===== src/rtl/hazard_ctrl.sv =====
// Hazard controller for the five-stage MIPS pipeline: keeps a shadow copy of E/M/W
// occupancy and derives stall/bubble/freeze controls, forwarding selects and a stall counter.
module hazard_ctrl (
  input  logic        clk,
  input  logic        resetn,
  input  logic        validD,
  input  logic [4:0]  rsD,
  input  logic [4:0]  rtD,
  input  logic        useRsD,
  input  logic        useRtD,
  input  logic [4:0]  dstD,
  input  logic        loadD,
  input  logic        branchD,
  input  logic        imem_busy,
  input  logic        dmem_busy,
  output logic        stallF,
  output logic        stallD,
  output logic        flushD,
  output logic        bubbleE,
  output logic        freeze,
  output logic [1:0]  fwdA_D,
  output logic [1:0]  fwdB_D,
  output logic [1:0]  fwdA_E,
  output logic [1:0]  fwdB_E,
  output logic [31:0] stall_cnt
);

  typedef struct packed {
    logic       v;
    logic [4:0] rs;
    logic [4:0] rt;
    logic [4:0] dst;
    logic       ld;
  } stage_t;

  localparam stage_t STAGE_EMPTY = '{v: 1'b0, rs: 5'd0, rt: 5'd0, dst: 5'd0, ld: 1'b0};

  stage_t      e_q, e_d;
  stage_t      m_q, m_d;
  stage_t      w_q, w_d;
  logic [31:0] stall_cnt_q, stall_cnt_d;

  logic e_uses_s;
  logic m_uses_s;
  logic luse_s;
  logic bhaz_s;

  // Register 0 is hardwired, so a write to it never creates a dependency.
  function automatic logic writes_reg(input stage_t s, input logic [4:0] r);
    return s.v && (s.dst == r) && (r != 5'd0);
  endfunction

  // A load sitting in M has no result yet, so only ALU producers forward from M.
  function automatic logic [1:0] fwd_sel(input stage_t m, input stage_t w, input logic [4:0] r);
    logic [1:0] sel;
    if (writes_reg(m, r) && !m.ld) begin
      sel = 2'b01;
    end else if (writes_reg(w, r)) begin
      sel = 2'b10;
    end else begin
      sel = 2'b00;
    end
    return sel;
  endfunction

  // Dependency detection for the instruction currently in D.
  always_comb begin
    e_uses_s = (useRsD && writes_reg(e_q, rsD)) || (useRtD && writes_reg(e_q, rtD));
    m_uses_s = (useRsD && writes_reg(m_q, rsD)) || (useRtD && writes_reg(m_q, rtD));
    luse_s   = validD && e_q.ld && e_uses_s;
    bhaz_s   = validD && branchD && (e_uses_s || (m_q.ld && m_uses_s));
  end

  // Pipeline control, highest priority first: memory wait, data hazard, fetch wait.
  always_comb begin
    stallF  = 1'b0;
    stallD  = 1'b0;
    flushD  = 1'b0;
    bubbleE = 1'b0;
    freeze  = 1'b0;
    if (dmem_busy) begin
      freeze = 1'b1;
      stallF = 1'b1;
      stallD = 1'b1;
    end else if (luse_s || bhaz_s) begin
      stallF  = 1'b1;
      stallD  = 1'b1;
      bubbleE = 1'b1;
    end else if (imem_busy) begin
      stallF = 1'b1;
      flushD = 1'b1;
    end else begin
      stallF = 1'b0;
    end
  end

  // Forwarding selects for the D-stage comparator and the E-stage ALU.
  always_comb begin
    fwdA_D = fwd_sel(m_q, w_q, rsD);
    fwdB_D = fwd_sel(m_q, w_q, rtD);
    fwdA_E = fwd_sel(m_q, w_q, e_q.rs);
    fwdB_E = fwd_sel(m_q, w_q, e_q.rt);
  end

  // Shadow pipeline advance and stall counting.
  always_comb begin
    e_d         = e_q;
    m_d         = m_q;
    w_d         = w_q;
    stall_cnt_d = stall_cnt_q;
    if (!freeze) begin
      w_d      = m_q;
      m_d      = e_q;
      e_d.v    = validD && !bubbleE;
      e_d.rs   = rsD;
      e_d.rt   = rtD;
      e_d.dst  = dstD;
      e_d.ld   = loadD;
    end else begin
      e_d = e_q;
    end
    if (stallD) begin
      stall_cnt_d = stall_cnt_q + 32'd1;
    end else begin
      stall_cnt_d = stall_cnt_q;
    end
  end

  // State registers with asynchronous clear.
  always_ff @(posedge clk or negedge resetn) begin
    if (!resetn) begin
      e_q         <= STAGE_EMPTY;
      m_q         <= STAGE_EMPTY;
      w_q         <= STAGE_EMPTY;
      stall_cnt_q <= 32'd0;
    end else begin
      e_q         <= e_d;
      m_q         <= m_d;
      w_q         <= w_d;
      stall_cnt_q <= stall_cnt_d;
    end
  end

  assign stall_cnt = stall_cnt_q;

endmodule


===== config.mk =====
export PLATFORM = sky130hd
export DESIGN_NAME = hazard_ctrl
export DESIGN_NICKNAME = d
export VERILOG_FILES = /design/src/rtl/hazard_ctrl.sv
export SDC_FILE = /design/constraint.sdc
export NUM_CORES = 1
export LEC_CHECK = 0
export CORE_MARGIN = 1
export CORE_UTILIZATION = 30
export CTS_CLUSTER_DIAMETER = 60
export CTS_CLUSTER_SIZE = 16
export DETAILED_ROUTE_END_ITERATION = 10
export PLACE_DENSITY_LB_ADDON = 0.3
export SKIP_CTS_REPAIR_TIMING = 1
export SLEW_MARGIN = 0
export SYNTH_ARGS = -nofsm -noshare
export SYNTH_HDL_FRONTEND = slang
export SYNTH_SLANG_ARGS = --single-unit

===== constraint.sdc =====
create_clock -name clk -period 3.1 [get_ports clk]
set_input_delay 0.62 -clock clk [delete_from_list [all_inputs] [get_ports clk]]
set_output_delay 0.62 -clock clk [all_outputs]
set_load 0.05 [all_outputs]

==> After elaboration in Yosys (flattened, before gate mapping) <==
Cells that the tools add are included.
{ "op_classes": {"add_sub_neg": 1, "magnitude_cmp": 0, "bitwise_logic": 0, "eq_ne": 10, "shifts": 0, "div_mod_pow": 0, "muxes": 17, "reduce_logical": 44, "multipliers": 0} }
{ "ops": {"columns": ["op", "n"], "rows": [
  ["$eq 5x5->1", 10],
  ["$logic_and 1x1->1", 34],
  ["$add 32x1->32 const B", 1],
  ["$reduce_bool 5->1", 4],
  ["$mux 2", 8],
  ["$mux 1", 9],
  ["$logic_or 1x1->1", 4],
  ["$logic_not 1->1", 2]
]} }
{ "word_totals": {"romBits": 0, "latchBits": 0, "register_bits": 62, "memories": 0, "ram_bits": 0, "wordCells": 83, "out_inout_bits": 45, "input_bits": 24} }

==> Longest topological paths before layout <==
{ "depth": {"ltp_word": 13, "mapped_depth": 8, "mapped_depth_nobuf": 6} }

==> Least setup slack after synthesis <==
Ideal clock, no wire load.
{ "synth_path": {"path_kind": "reg2out", "from": "reg m_q[4] in the netlist's numbering", "to": "out fwdA_E[1]", "stages_incl_launch_ff": 6, "required_time_ns": 2.480, "path_slack_ns": -0.546, "path_buffers": 1, "arrival_time_ns": 3.026, "cell_sequence": "dfrtp_1 > clkbuf_1 > xnor2_1 > nand4_1 > nor4_1 > nor4_1"} }
{ "synth_between": {"elab_chain_len": 5} }
{ "synth_lines": {"columns": ["item", "line_no", "text"], "rows": [
  ["from (decl)", "39", "stage_t m_q, m_d;"],
  ["from (signal assigned)", "138", "m_q <= m_d;"],
  ["$eq 5x5->1", "50", "return s.v && (s.dst == r) && (r != 5'd0);"],
  ["$logic_and 1x1->1 (2 in series)", "50", null],
  ["$logic_and 1x1->1", "56", "if (writes_reg(m, r) && !m.ld) begin"],
  ["$mux 2", "56", null],
  ["to (decl)", "23", "output logic [1:0] fwdA_E,"]
]} }
No other way between the ends.

==> Final worst setup path <==
{ "layout_path": {"from": "in rtD[4]", "to": "out flushD"} }
{ "layout_between": {"elab_chain_len": 11, "elab_cells_between_ends": 18, "cone_classes": "eq/ne: 2; mux: 2; reduce/logical: 14"} }
{ "layout_lines": {"columns": ["item", "line_no", "text"], "rows": [
  ["from (decl)", "8", "input logic [4:0] rtD,"],
  ["$eq 5x5->1", "50", null],
  ["$logic_and 1x1->1 (2 in series)", "50", null],
  ["$logic_and 1x1->1", "69", "m_uses_s = (useRsD && writes_reg(m_q, rsD)) || (useRtD && writes_reg(m_q, rtD));"],
  ["$logic_or 1x1->1", "69", null],
  ["$logic_and 1x1->1", "71", "bhaz_s = validD && branchD && (e_uses_s || (m_q.ld && m_uses_s));"],
  ["$logic_or 1x1->1", "71", null],
  ["$logic_and 1x1->1", "71", null],
  ["$logic_or 1x1->1 (*)", "85", "end else if (luse_s || bhaz_s) begin"],
  ["$mux 1 (*)", "85", null],
  ["$mux 1 (*)", "81", "if (dmem_busy) begin"],
  ["to (decl)", "18", "output logic flushD,"]
]} }
Mark *: on every way between the ends. The rest lies on a longest branch, timed or not.

==> reports/results.ini <==
[status]
status=complete, but fails checks
violations=setup timing

[yosys]
synthCells=301
synth_top_family_by_area=XOR/XNOR gates
yosysSeqAreaShare_pct=45.8
synth_area_leaders=dfrtp_1 46%, xnor2_1 12%, mux2_2 9.6%, xor2_1 8.8%, nand2_1 1.9%
yosys.area_share.simple_pct=16.5
synth-xor-area-share_pct=20.9
synth_edf_count=0
synthAdderAreaFrac_pct=0.369
synth_top_area_share_pct=45.8
syn_area_um2=3390
syn-num-nets=326
synth-compound-area-share_pct=3.39
synth_common_cells=62 x dfrtp_1, 47 x xnor2_1, 34 x xor2_1
synth.most_common_cell=dfrtp_1
synth_async_sr_flop_share_pct=100
yosysTopAreaCell=dfrtp_1
synthDistinctLibCells=35
ys_warn_count=0
post_synth_mux_area_share_pct=9.96
syn_avg_cell_area_um2=11.3
synth_ff_type=dfrtp_1
ys_seq_elements=62

[layout]
fillCellCount=1063
drive_gt1_share_pct=24.5
layout.nets=404
layoutNonFillerInstCount=523
final_area_um2=4670
regArea_um2=1550
diodes=0
multi_input_area_um2=1770
syn2layout_area_growth_pct=37.7
final_util_pct=42.7

[placed_design]
place.detailed.hpwl_um=5960
placed_area_um2=4340
port_buffers=68
place_inst=508
place_congestion=0.831
dpl_worst_slack_ps=-375

[sta]
finalCriticalPeriod_ps=3140
relSlewSlack_pct=64.3
fmax_mhz=319
tightest_slew_ps=534
min_period_over_period_pct=101
grt_setup_unrepaired=yes
setup_viol=1
clock_skew_ps=6.15
worst_slack_ps=-35.4
finalMaxSlewViolations=0
finalHoldViolCount=0

[setup_path]
path_class=in -> out
worst_setup_path_start_kind=input port
slowest_delay_ps=550
worstPathCellList=buf_6 -> or4_4 -> o211a_1 -> a32o_2 -> a221oi_4 -> and2_4 -> buf_12
end_kind=output pin
critPathMaxFanout=5
critPathSlowestCell=or4_4
worstPathArrival_ps=2520
required_ps=2480

[clock_tree]
cts_max_level=3
insertion_delay_ps=320
cts-root-buf=clkbuf_16
clock_path_buffers=2
cts_buffers=9
cts_tree=yes
path_clk_slew_ps=50
cts.sink_count=62

[power_and_ir_drop]
pwr-share-seq_pct=37.0
p_clk_share_pct=36.6
p_comb_share_pct=26.4
p_leak_uw=0.00198
ir_drop_mv=0.401
p_per_area_nw_per_um2=629
swShare_pct=31.6
p_int_uw=2010
p_sw_uw=930

[detailed_routing]
routed_wl_um=7860
drtIter0Drc=56
vias_per_cell=4.76
routedWlPerCell_um=15.0
vias=2492
drc=0
antenna_left=0
dr.pass1.iters=4

[hold_path]
hold_class=in -> async

[global_route]
grt_pass1_vias=2629
grt_usage_pct=14.6
grt_pass1_wl_um=13200
grt_max_degree=34
antenna_found_initial=0
grt-ovfl-total=0

[floorplan]
die_w_um=108
design.core.area_um2=10900
die_area_um2=11700
io_pins=69
die_y_um=108
initial_core_util_pct=31.0
row_count=38

[job]
maxCapViolCount=0

==> through the flow <==
step | total power [uW] | hold WS (ps) | TNS, ps
3_5_place_dp | 1890 | 470 | -6130
5_1_grt | 3080 | 176 | -179
3_3_place_gp | 1880 | 464 | -6020
4_1_cts | 2980 | 165 | -1200
2_1_floorplan | 1610 | 324 | -308
6_report | 2940 | 167 | -35.4
==> cells by family (layout without fill, tap and decap cells) <==
kind of cell,count (synthesis),in the layout
buffers and inverters,21,103
adders and majority gates,1,1
muxes,30,30
and+or+nand+nor,94,94
AOI/OAI and AO/OA,12,12
xor gates and xnor gates,81,81
DFF,62,62
==> worst max-delay path: cells and delay by family <==
kind	cells	cell delay [ps]
AOI/OAI and AO/OA	3	890
buffers and inverters	2	220
and+or+nand+nor	2	780
==> layer usage <==
metal  vias to the layer above  track usage [%]  part of all wire, %
met3                         8             3.98                  5.7
met4                         0             5.50                  1.1
met5                         -                0                    0
met1                      1220             18.1                   45
li1                       1199                -                    -
met2                        65             24.3                   48
==> final timing paths <==
kind                                from       endpoint  slack [ps]  depth (start not counted)
max in group asynchronous         resetn        e_q[12]        2220                          2
setup / recovery                  rtD[4]         flushD         -40                          7
min in group clk           stall_cnt[31]  stall_cnt[31]         470                          1
setup reg to reg                  m_q[4]   stall_cnt[6]         840                          7
hold / removal                    resetn  stall_cnt[19]         170                          1
hold reg to reg            stall_cnt[31]  stall_cnt[31]         470                          1
==> power groups by stage <==
| stage | sequential (uW) | clock [uW] | combinational, uW |
|---|---|---|---|
| 2_1_floorplan | 1220 | 0 | 384 |
| 3_3_place_gp | 1100 | 0 | 775 |
| 3_5_place_dp | 1100 | 0 | 783 |
| 4_1_cts | 1090 | 1110 | 786 |
| 5_1_grt | 1110 | 1140 | 829 |
| 6_report | 1090 | 1080 | 775 |
==> cells in the final DEF, fill, tap and decap left out, drive strengths merged, types with 4 or more instances in the layout <==
cell / count
dlymetal6s2s: 5
xnor2: 47
and3: 4
nor3: 10
or2: 4
clkbuf: 14
nand4: 10
xor2: 34
nor3b: 8
nor2: 11
buf: 32
nor4: 6
or4: 4
o211ai: 4
mux2: 30
nand2: 17
dfrtp: 62
clkdlybuf4s50: 47
nor4b: 6
and4: 5
==> sequential cells by signal, indices dropped and copies added, names as in the netlist <==
signal / flops
stall_cnt: 32
w_q: 6
m_q: 7
e_q: 17
==> cell type report <==
cell class                      instances  share of cell area [%]
Multi-Input combinational cell        218                    37.9
Timing Repair Buffer                   87                    18.1
Inverter                                1                  0.0804
Clock buffer                           11                    5.41
Clock inverter                          4                    1.50
Tap cell                              140                    3.75
Sequential cell                        62                    33.2
Note: power is estimated with default switching activity, not from simulation.
